[config.mk]
export PLATFORM = sky130hd
export DESIGN_NAME = onehot_wb_encoder
export DESIGN_NICKNAME = d
export VERILOG_FILES = /design/src/rtl/onehot_wb_encoder.sv
export SDC_FILE = /design/constraint.sdc
export NUM_CORES = 1
export LEC_CHECK = 0
export BUFFER_PORTS_ARGS = -buffer_cell sky130_fd_sc_hd__buf_4
export CAP_MARGIN = 0
export CORE_MARGIN = 4
export CORE_UTILIZATION = 25
export DETAILED_ROUTE_END_ITERATION = 8
export GPL_TIMING_DRIVEN = 0
export MAX_ROUTING_LAYER = met4
export PLACE_DENSITY = 0.46
export SLEW_MARGIN = 20
export SYNTH_ARGS = -nofsm -noshare
export SYNTH_HDL_FRONTEND = slang
export SYNTH_SLANG_ARGS = --single-unit
[constraint.sdc]
create_clock -name clk -period 2.4 [get_ports clk]
set_clock_uncertainty 0.2 [all_clocks]
set_input_delay 0.6 -clock clk [delete_from_list [all_inputs] [get_ports clk]]
set_output_delay 0.6 -clock clk [all_outputs]
set_load 0.02 [all_outputs]
[src/rtl/onehot_wb_encoder.sv]
// rtl/onehot_wb_encoder.sv - one-hot write strobe to register index encoder with 2-entry output FIFO
// Optional saturating multi-hot counter built only when ONEHOT_WB_ERRCNT_EN is defined.
module onehot_wb_encoder #(
  parameter int DATA_W = 8
) (
  input  logic              clk,
  input  logic              rst,
  input  logic              in_valid,
  output logic              in_ready,
  input  logic [7:0]        in_onehot,
  input  logic [DATA_W-1:0] in_data,
  output logic              out_valid,
  input  logic              out_ready,
  output logic [2:0]        out_sel,
  output logic [DATA_W-1:0] out_data,
  output logic              out_err,
  output logic [7:0]        err_count
);

  logic [1:0]        count_q, count_d;
  logic [2:0]        sel0_q, sel1_q;
  logic [DATA_W-1:0] data0_q, data1_q;
  logic              err0_q, err1_q;

  logic [2:0] enc_sel;
  logic       enc_multi;
  logic       accept, push, pop;

  // Reverse scan so the lowest set bit wins on multi-hot vectors.
  always_comb begin
    enc_sel = 3'd0;
    for (int i = 7; i >= 0; i--) begin
      if (in_onehot[i]) enc_sel = 3'(i);
    end
  end

  assign enc_multi = |(in_onehot & (in_onehot - 8'd1));

  assign in_ready  = (count_q < 2'd2);
  assign out_valid = (count_q != 2'd0);
  assign accept    = in_valid && in_ready;
  assign push      = accept && (in_onehot != 8'h00);
  assign pop       = out_valid && out_ready;

  always_comb begin
    count_d = count_q;
    if (push && !pop)      count_d = count_q + 2'd1;
    else if (!push && pop) count_d = count_q - 2'd1;
  end

  // Slot 0 is always the head; it is left untouched when the FIFO drains so outputs hold.
  always_ff @(posedge clk) begin
    if (rst) begin
      count_q <= 2'd0;
      sel0_q  <= 3'd0;
      data0_q <= '0;
      err0_q  <= 1'b0;
      sel1_q  <= 3'd0;
      data1_q <= '0;
      err1_q  <= 1'b0;
    end else begin
      count_q <= count_d;
      case (count_q)
        2'd0: begin
          if (push) begin
            sel0_q  <= enc_sel;
            data0_q <= in_data;
            err0_q  <= enc_multi;
          end
        end
        2'd1: begin
          if (push && pop) begin
            sel0_q  <= enc_sel;
            data0_q <= in_data;
            err0_q  <= enc_multi;
          end else if (push) begin
            sel1_q  <= enc_sel;
            data1_q <= in_data;
            err1_q  <= enc_multi;
          end
        end
        default: begin
          if (pop) begin
            sel0_q  <= sel1_q;
            data0_q <= data1_q;
            err0_q  <= err1_q;
          end
        end
      endcase
    end
  end

  assign out_sel  = sel0_q;
  assign out_data = data0_q;
  assign out_err  = err0_q;

`ifdef ONEHOT_WB_ERRCNT_EN
  logic [7:0] err_cnt_q, err_cnt_d;

  always_comb begin
    err_cnt_d = err_cnt_q;
    if (push && enc_multi && (err_cnt_q != 8'hFF)) err_cnt_d = err_cnt_q + 8'd1;
  end

  always_ff @(posedge clk) begin
    if (rst) err_cnt_q <= 8'h00;
    else     err_cnt_q <= err_cnt_d;
  end

  assign err_count = err_cnt_q;
`else
  assign err_count = 8'h00;
`endif

endmodule

==> results of run 1 <==
-- worst min-delay path: stages, from the launching register on --
cell and delay (ns):
dfxtp_1 0.32, nand2_1 0.05, a21oi_1 0.05
-- worst paths after layout --
kind	startpoint	to	slack, ns	cells past startpoint
worst min-delay path	sel1_q[1]$_SDFFE_PP0P_	sel1_q[1]$_SDFFE_PP0P_	0.26	2
worst max register to register	count_q[1]$_SDFFE_PP0P_	out_data[0]$_SDFFE_PP0P_	0.12	12
worst max-delay path	in_onehot[5]	out_data[0]$_SDFFE_PP0P_	0.06	10
worst min register to register	sel1_q[1]$_SDFFE_PP0P_	sel1_q[1]$_SDFFE_PP0P_	0.26	2
-- layer usage --
layer  vias to the layer above  global-route usage
met1                       603               0.169
met4                         0              0.0299
li1                        687                   -
met2                        28               0.183
met3                         4              0.0230
met5                         -                   -
-- synth_stat cells (all sizes together) --
| cell type | count | area share |
|---|---|---|
| a2111oi | 2 | 0.017 |
| a211oi | 1 | 0.0055 |
| a21boi | 1 | 0.0055 |
| a21oi | 15 | 0.055 |
| a221o | 1 | 0.0073 |
| a311oi | 11 | 0.075 |
| a31o | 1 | 0.0064 |
| a31oi | 1 | 0.0046 |
| and2 | 1 | 0.0046 |
| and2b | 1 | 0.0055 |
| and3 | 1 | 0.0046 |
| buf | 10 | 0.056 |
| clkbuf | 8 | 0.029 |
| conb | 1 | 0.0027 |
| dfxtp | 26 | 0.38 |
| ha | 4 | 0.037 |
| inv | 7 | 0.019 |
| mux2 | 1 | 0.0082 |
| nand2 | 34 | 0.093 |
| nand2b | 1 | 0.0046 |
| nor2 | 20 | 0.055 |
| nor3 | 3 | 0.011 |
| nor4 | 2 | 0.014 |
| o211ai | 2 | 0.015 |
| o21ai | 10 | 0.037 |
| o21bai | 1 | 0.0055 |
| o221ai | 1 | 0.0064 |
| o31ai | 1 | 0.0055 |
| or3 | 2 | 0.010 |
| or4 | 1 | 0.0082 |
| xor2 | 2 | 0.013 |
-- power groups by stage --
stage / Sequential (mW) / Combinational, mW / Clock [mW]
final: 0.655 / 1.48 / 0.287
after global routing: 0.674 / 1.61 / 0.319
after CTS: 0.647 / 1.40 / 0.293
after detailed placement: 0.654 / 1.20 / 0
after global placement: 0.652 / 1.20 / 0
after floorplan: 0.751 / 0.696 / 0
-- flip-flops by register name, indices dropped and copies added, names as in the netlist --
signal and flops:
sel1_q 3, err1_q 1, out_sel 3, out_err 1
out_data 8, data1_q 8, count_q 2
-- layout make-up --
| class | instances | area share |
|---|---|---|
| repair buffers | 39 | 0.157 |
| multi-input cells | 129 | 0.426 |
| plain buffers | 18 | 0.0670 |
| clock buffers | 4 | 0.0278 |
| well taps | 70 | 0.0443 |
| flip-flops and latches | 26 | 0.264 |
| inverters | 7 | 0.0133 |
-- cells by family (layout without fill, tap and decap cells) --
logic type / count (synthesis) / in the layout / synth area share
AO/OA/AOI/OAI: 48 / 48 / 0.245
XOR/XNOR: 2 / 2 / 0.0128
adder cells (fa/ha/maj): 4 / 4 / 0.0366
buffers and inverters: 25 / 68 / 0.104
flip-flops: 26 / 26 / 0.380
multiplexers: 1 / 1 / 0.00823
other: 1 / 8 / 0.00274
AND/OR/NAND/NOR: 66 / 66 / 0.210
-- through the flow --
step / hold slack (ns) / setup TNS, ns / setup slack (ns) / cells
after detailed placement: 0.248 / -8.69 / -0.435 / 282
final: 0.258 / 0 / 0.0590 / 293
after CTS: 0.261 / 0 / 0.00718 / 290
after floorplan: 0.237 / -0.345 / -0.0349 / 180
after global placement: 0.244 / -8.36 / -0.396 / 282
after global routing: 0.284 / -0.0937 / -0.0209 / 293
-- repair_timing --
item	CTS	global route
gates resized for setup	14	12
endpoints found under the setup margin	22	24
buffers inserted	3	3
hold buffers	0	0
cloned	1	0
pin swaps	5	6
==> reports/metrics.cfg, run 1 <==
[logic_synthesis]
ys_warn_count = 0
ys_seq_area_frac = 0.380
synth-seq-cells = 26
syn_inst = 173
synth_area_per_cell_sq_um = 7.91
netlist_area_sq_mm = 0.00137
synth_cell_types = 39

[setup_path]
crit_slowest_cell = nor4_4
crit_top_cell = a311oi_2
cp-end-kind = flip-flop
worstSetupPathType = input port to flip-flop
slowest_delay_ns = 0.33
path_delay_family = simple AND/OR/NAND/NOR gates
critPathLaunchType = input port
critPathMaxFanout = 10
crit_chain = buf_6, nor4_4, a311oi_2, ha_2, nand2b_4, and3_4, a31o_4, buf_8, nor2_1, a311oi_2
crit_buf_inv = 2
cp.arrival_ns = 2.29
crit_required_ns = 2.35

[routing]
drc = 0
wl_met1_um = 1900
firstDrtPassIters = 4
detail-route-antenna-nets = 0
vias = 1322
wire_per_inst_um = 13.3
drt_iter0_drc = 43
routed.top_layer = met4
met2_length_um = 1800
met3_length_um = 146
drt-total-wl_um = 3890
viasPerCell = 4.51

[clock_network]
path_clk_slew_ns = 0.09
htreeDepth = 1
cts_tree = built
clkLatencyLatePin_ns = 0.28
clkSinkCount = 26
numCtsBuffers = 3
cts_buffer_depth = 2
clockRootBuffer = clkbuf_8

[floorplanning]
die_area_sq_mm = 0.00672
row_count = 26
die_width_um = 82.0
ios = 42
core_sq_mm = 0.00520
start_util = 0.263
die_y_um = 82.0

[finish]
final_layout_size_suffix_gt1_frac = 0.372
fin_util = 0.380
multi_input_area_sq_um = 842
mostFrequentLayoutCells = buf_4 (43), nand2_1 (34), dfxtp_1 (24), a21oi_1 (15), nor2_1 (14)
fillers = 574
stdcell_area_sq_mm = 0.00198
nets = 248
seq_area_sq_um = 523
synthToLayoutAreaGrowth_pct = 44.5
diodes = 0
layout_commonest_cell = buf_4

[timing]
fmax_mhz = 427
worst_pin_slew_ns = 0.575
slew_headroom = 0.617
drv_slew = 0
hold_viol_final = 0
fin_crit_sh = 0.975
setup_violations = 0
layout_min_cycle_time_ns = 2.34

[grt]
grt_overflow = 0
grt_pass1_wl_um = 6110
antenna_found_initial = 0
track_usage = 0.122
grt_pass1_vias = 1255
grt_max_degree = 15

[power]
power.switching_mw = 1.04
p_leak_nw = 0.782
power.density_mw_per_mm2 = 1220
pwr-share-clk = 0.119
intPower_mw = 1.38
finalPower_mw = 2.42
switching_share = 0.430
p_seq_frac = 0.270
ir_worst_vdd_uv = 555
comb_power_share = 0.611

[status]
outcome = finished clean

[flow_run]
maxCapViolCount = 0

[hold_path]
hold_path_class = flip-flop to flip-flop

[placement]
place_congestion = 0.735
dp.final_hpwl_um = 2750
io_buffers = 32
postPlaceCellArea_sq_mm = 0.00176

No activity file was read; power rests on OpenSTA's default activity.
==> run 2: changes to the inputs <==
Settings changed: PLACE_DENSITY 0.46 to 0.48.
==> run 2 against run 1 <==
Die area stayed put. Final area rose by 0.95%. Largest power group unchanged. Clock power increased by 26%. Hold slack better by 0.0020 ns. Total power grew 1.6%. Count of clock-buffer cells in the layout decreased by 1. Worst setup slack worse by 0.022 ns. Register-to-register slack is essentially flat. Combinational power shrank 3%. Critical path depth decreased by 1.
==> reports/metrics.cfg, run 2 (synthesis results as in run 1) <==
[timing]
hold_viol_final = 0
setup_violations = 0
drv_slew = 0
worst_pin_slew_ns = 0.573
slew_headroom = 0.618
rsz0062_at_grt = true
whs_ns = 0.260
layout_min_cycle_time_ns = 2.36
fmax_mhz = 423
fin_crit_sh = 0.985

[grt]
grt_max_degree = 16
grt_pass1_wl_um = 6070
grt_overflow = 0
antenna_found_initial = 0
track_usage = 0.119
grt_pass1_vias = 1242

[routing]
drc = 0
detail-route-antenna-nets = 0
wire_per_inst_um = 13.0
drt_iter0_drc = 57
drt-total-wl_um = 3820
viasPerCell = 4.57
firstDrtPassIters = 4
vias = 1347

[clock_network]
htreeDepth = 1
numCtsBuffers = 3
cts_buffer_depth = 2
path_clk_slew_ns = 0.09
clkLatencyLatePin_ns = 0.27
clkSinkCount = 26
clockRootBuffer = clkbuf_8
cts_tree = built

[power]
p_seq_frac = 0.267
p_leak_nw = 0.800
intPower_mw = 1.43
finalPower_mw = 2.46
pwr-share-clk = 0.148
switching_share = 0.418
power.density_mw_per_mm2 = 1230
ir_worst_vdd_uv = 438
power.switching_mw = 1.03
comb_power_share = 0.586

[setup_path]
cp-end-kind = flip-flop
reg2reg_setup_slack_ns = 0.13
critPathMaxFanout = 5
reg2reg_from = count_q[1]$_SDFFE_PP0P_
critPathLaunchType = input port
crit_required_ns = 2.39
crit_path_start = in_onehot[7]
rr_worst_depth = 12
worstSetupPathType = input port to flip-flop
cp.arrival_ns = 2.35
reg2reg_to = out_data[3]$_SDFFE_PP0P_

[floorplanning]
die_area_sq_mm = 0.00672
die_y_um = 82.0
core_sq_mm = 0.00520
die_width_um = 82.0
start_util = 0.263
row_count = 26
ios = 42

[finish]
synthToLayoutAreaGrowth_pct = 45.9
mostFrequentLayoutCells = buf_4 (46), nand2_1 (34), dfxtp_1 (24), nor2_1 (15), a21oi_1 (15)
layout_commonest_cell = buf_4
final_cell_count_no_fill = 295
final_layout_size_suffix_gt1_frac = 0.373
fillers = 567
seq_area_sq_um = 523
diodes = 0
fin_util = 0.384
multi_input_area_sq_um = 833
stdcell_area_sq_mm = 0.00200
nets = 250

[placement]
place_congestion = 0.734
dp.final_hpwl_um = 2730
dp.cells = 282
postPlaceCellArea_sq_mm = 0.00176
io_buffers = 32

[hold_path]
hold_path_class = flip-flop to flip-flop
worstHoldStart = data1_q[1]$_SDFFE_PP0P_
min_delay_path_depth = 2
holdPathEnd = data1_q[1]$_SDFFE_PP0P_

[flow_run]
maxCapViolCount = 0

[status]
outcome = finished clean

[run 2: worst max path at each step]
stage                          endpoint  slack [ns]  depth (start not counted)
3_3_place_gp   out_data[3]$_SDFFE_PP0P_       -0.42                          9
3_5_place_dp   out_data[3]$_SDFFE_PP0P_       -0.44                          9
6_report       out_data[3]$_SDFFE_PP0P_        0.04                          9
4_1_cts        out_data[3]$_SDFFE_PP0P_       -0.02                          9
5_1_grt        out_data[3]$_SDFFE_PP0P_       -0.07                          9
2_1_floorplan   out_sel[1]$_SDFFE_PP0P_       -0.03                          8
[run 2: worst max-delay path, cell delays in order]
cell and delay, ns:
buf_8 0.10, nor4_4 0.31, a311oi_2 0.17, ha_2 0.21, nand2b_4 0.13, and3_4 0.18, a31o_4 0.24, clkbuf_16 0.17
a311oi_2 0.23
[run 2: stage by stage]
step | TNS (ns) | worst slack [ns]
2_1_floorplan | -0.345 | -0.0349
3_3_place_gp | -8.32 | -0.424
3_5_place_dp | -8.21 | -0.444
4_1_cts | -0.0167 | -0.0167
5_1_grt | -0.283 | -0.0664
6_report | 0 | 0.0369
[run 2: power by group through the flow]
stage          Combinational (mW)  Clock, mW  Sequential [mW]
6_report                     1.44      0.363            0.656
3_5_place_dp                 1.20          0            0.656
2_1_floorplan               0.696          0            0.751
4_1_cts                      1.33      0.370            0.647
5_1_grt                      1.57      0.396            0.672
3_3_place_gp                 1.20          0            0.653
[run 2: cell type report]
type	instances	share of cell area
Buffer	18	0.0652
Clock buffer	3	0.0207
Clock inverter	1	0.0150
Inverter	7	0.0132
Multi-Input combinational cell	129	0.417
Sequential cell	26	0.262
Tap cell	70	0.0439
Timing Repair Buffer	41	0.163
[run 2: layer usage]
metal,GRT usage,part of all wire,wire length (um)
met1,0.158,0.46,1760
met2,0.191,0.50,1900
met3,0.0241,0.034,130
met4,0.0199,0.0076,29
met5,-,0,0
[run 2: repair_timing]
item	4_1_cts	5_1_grt
setup endpoints to repair	22	24
hold buffers	0	0
gates cloned	1	0
resized for setup	7	17
endpoints found under the hold margin	0	0
pin swaps	5	2
buffers inserted	6	2
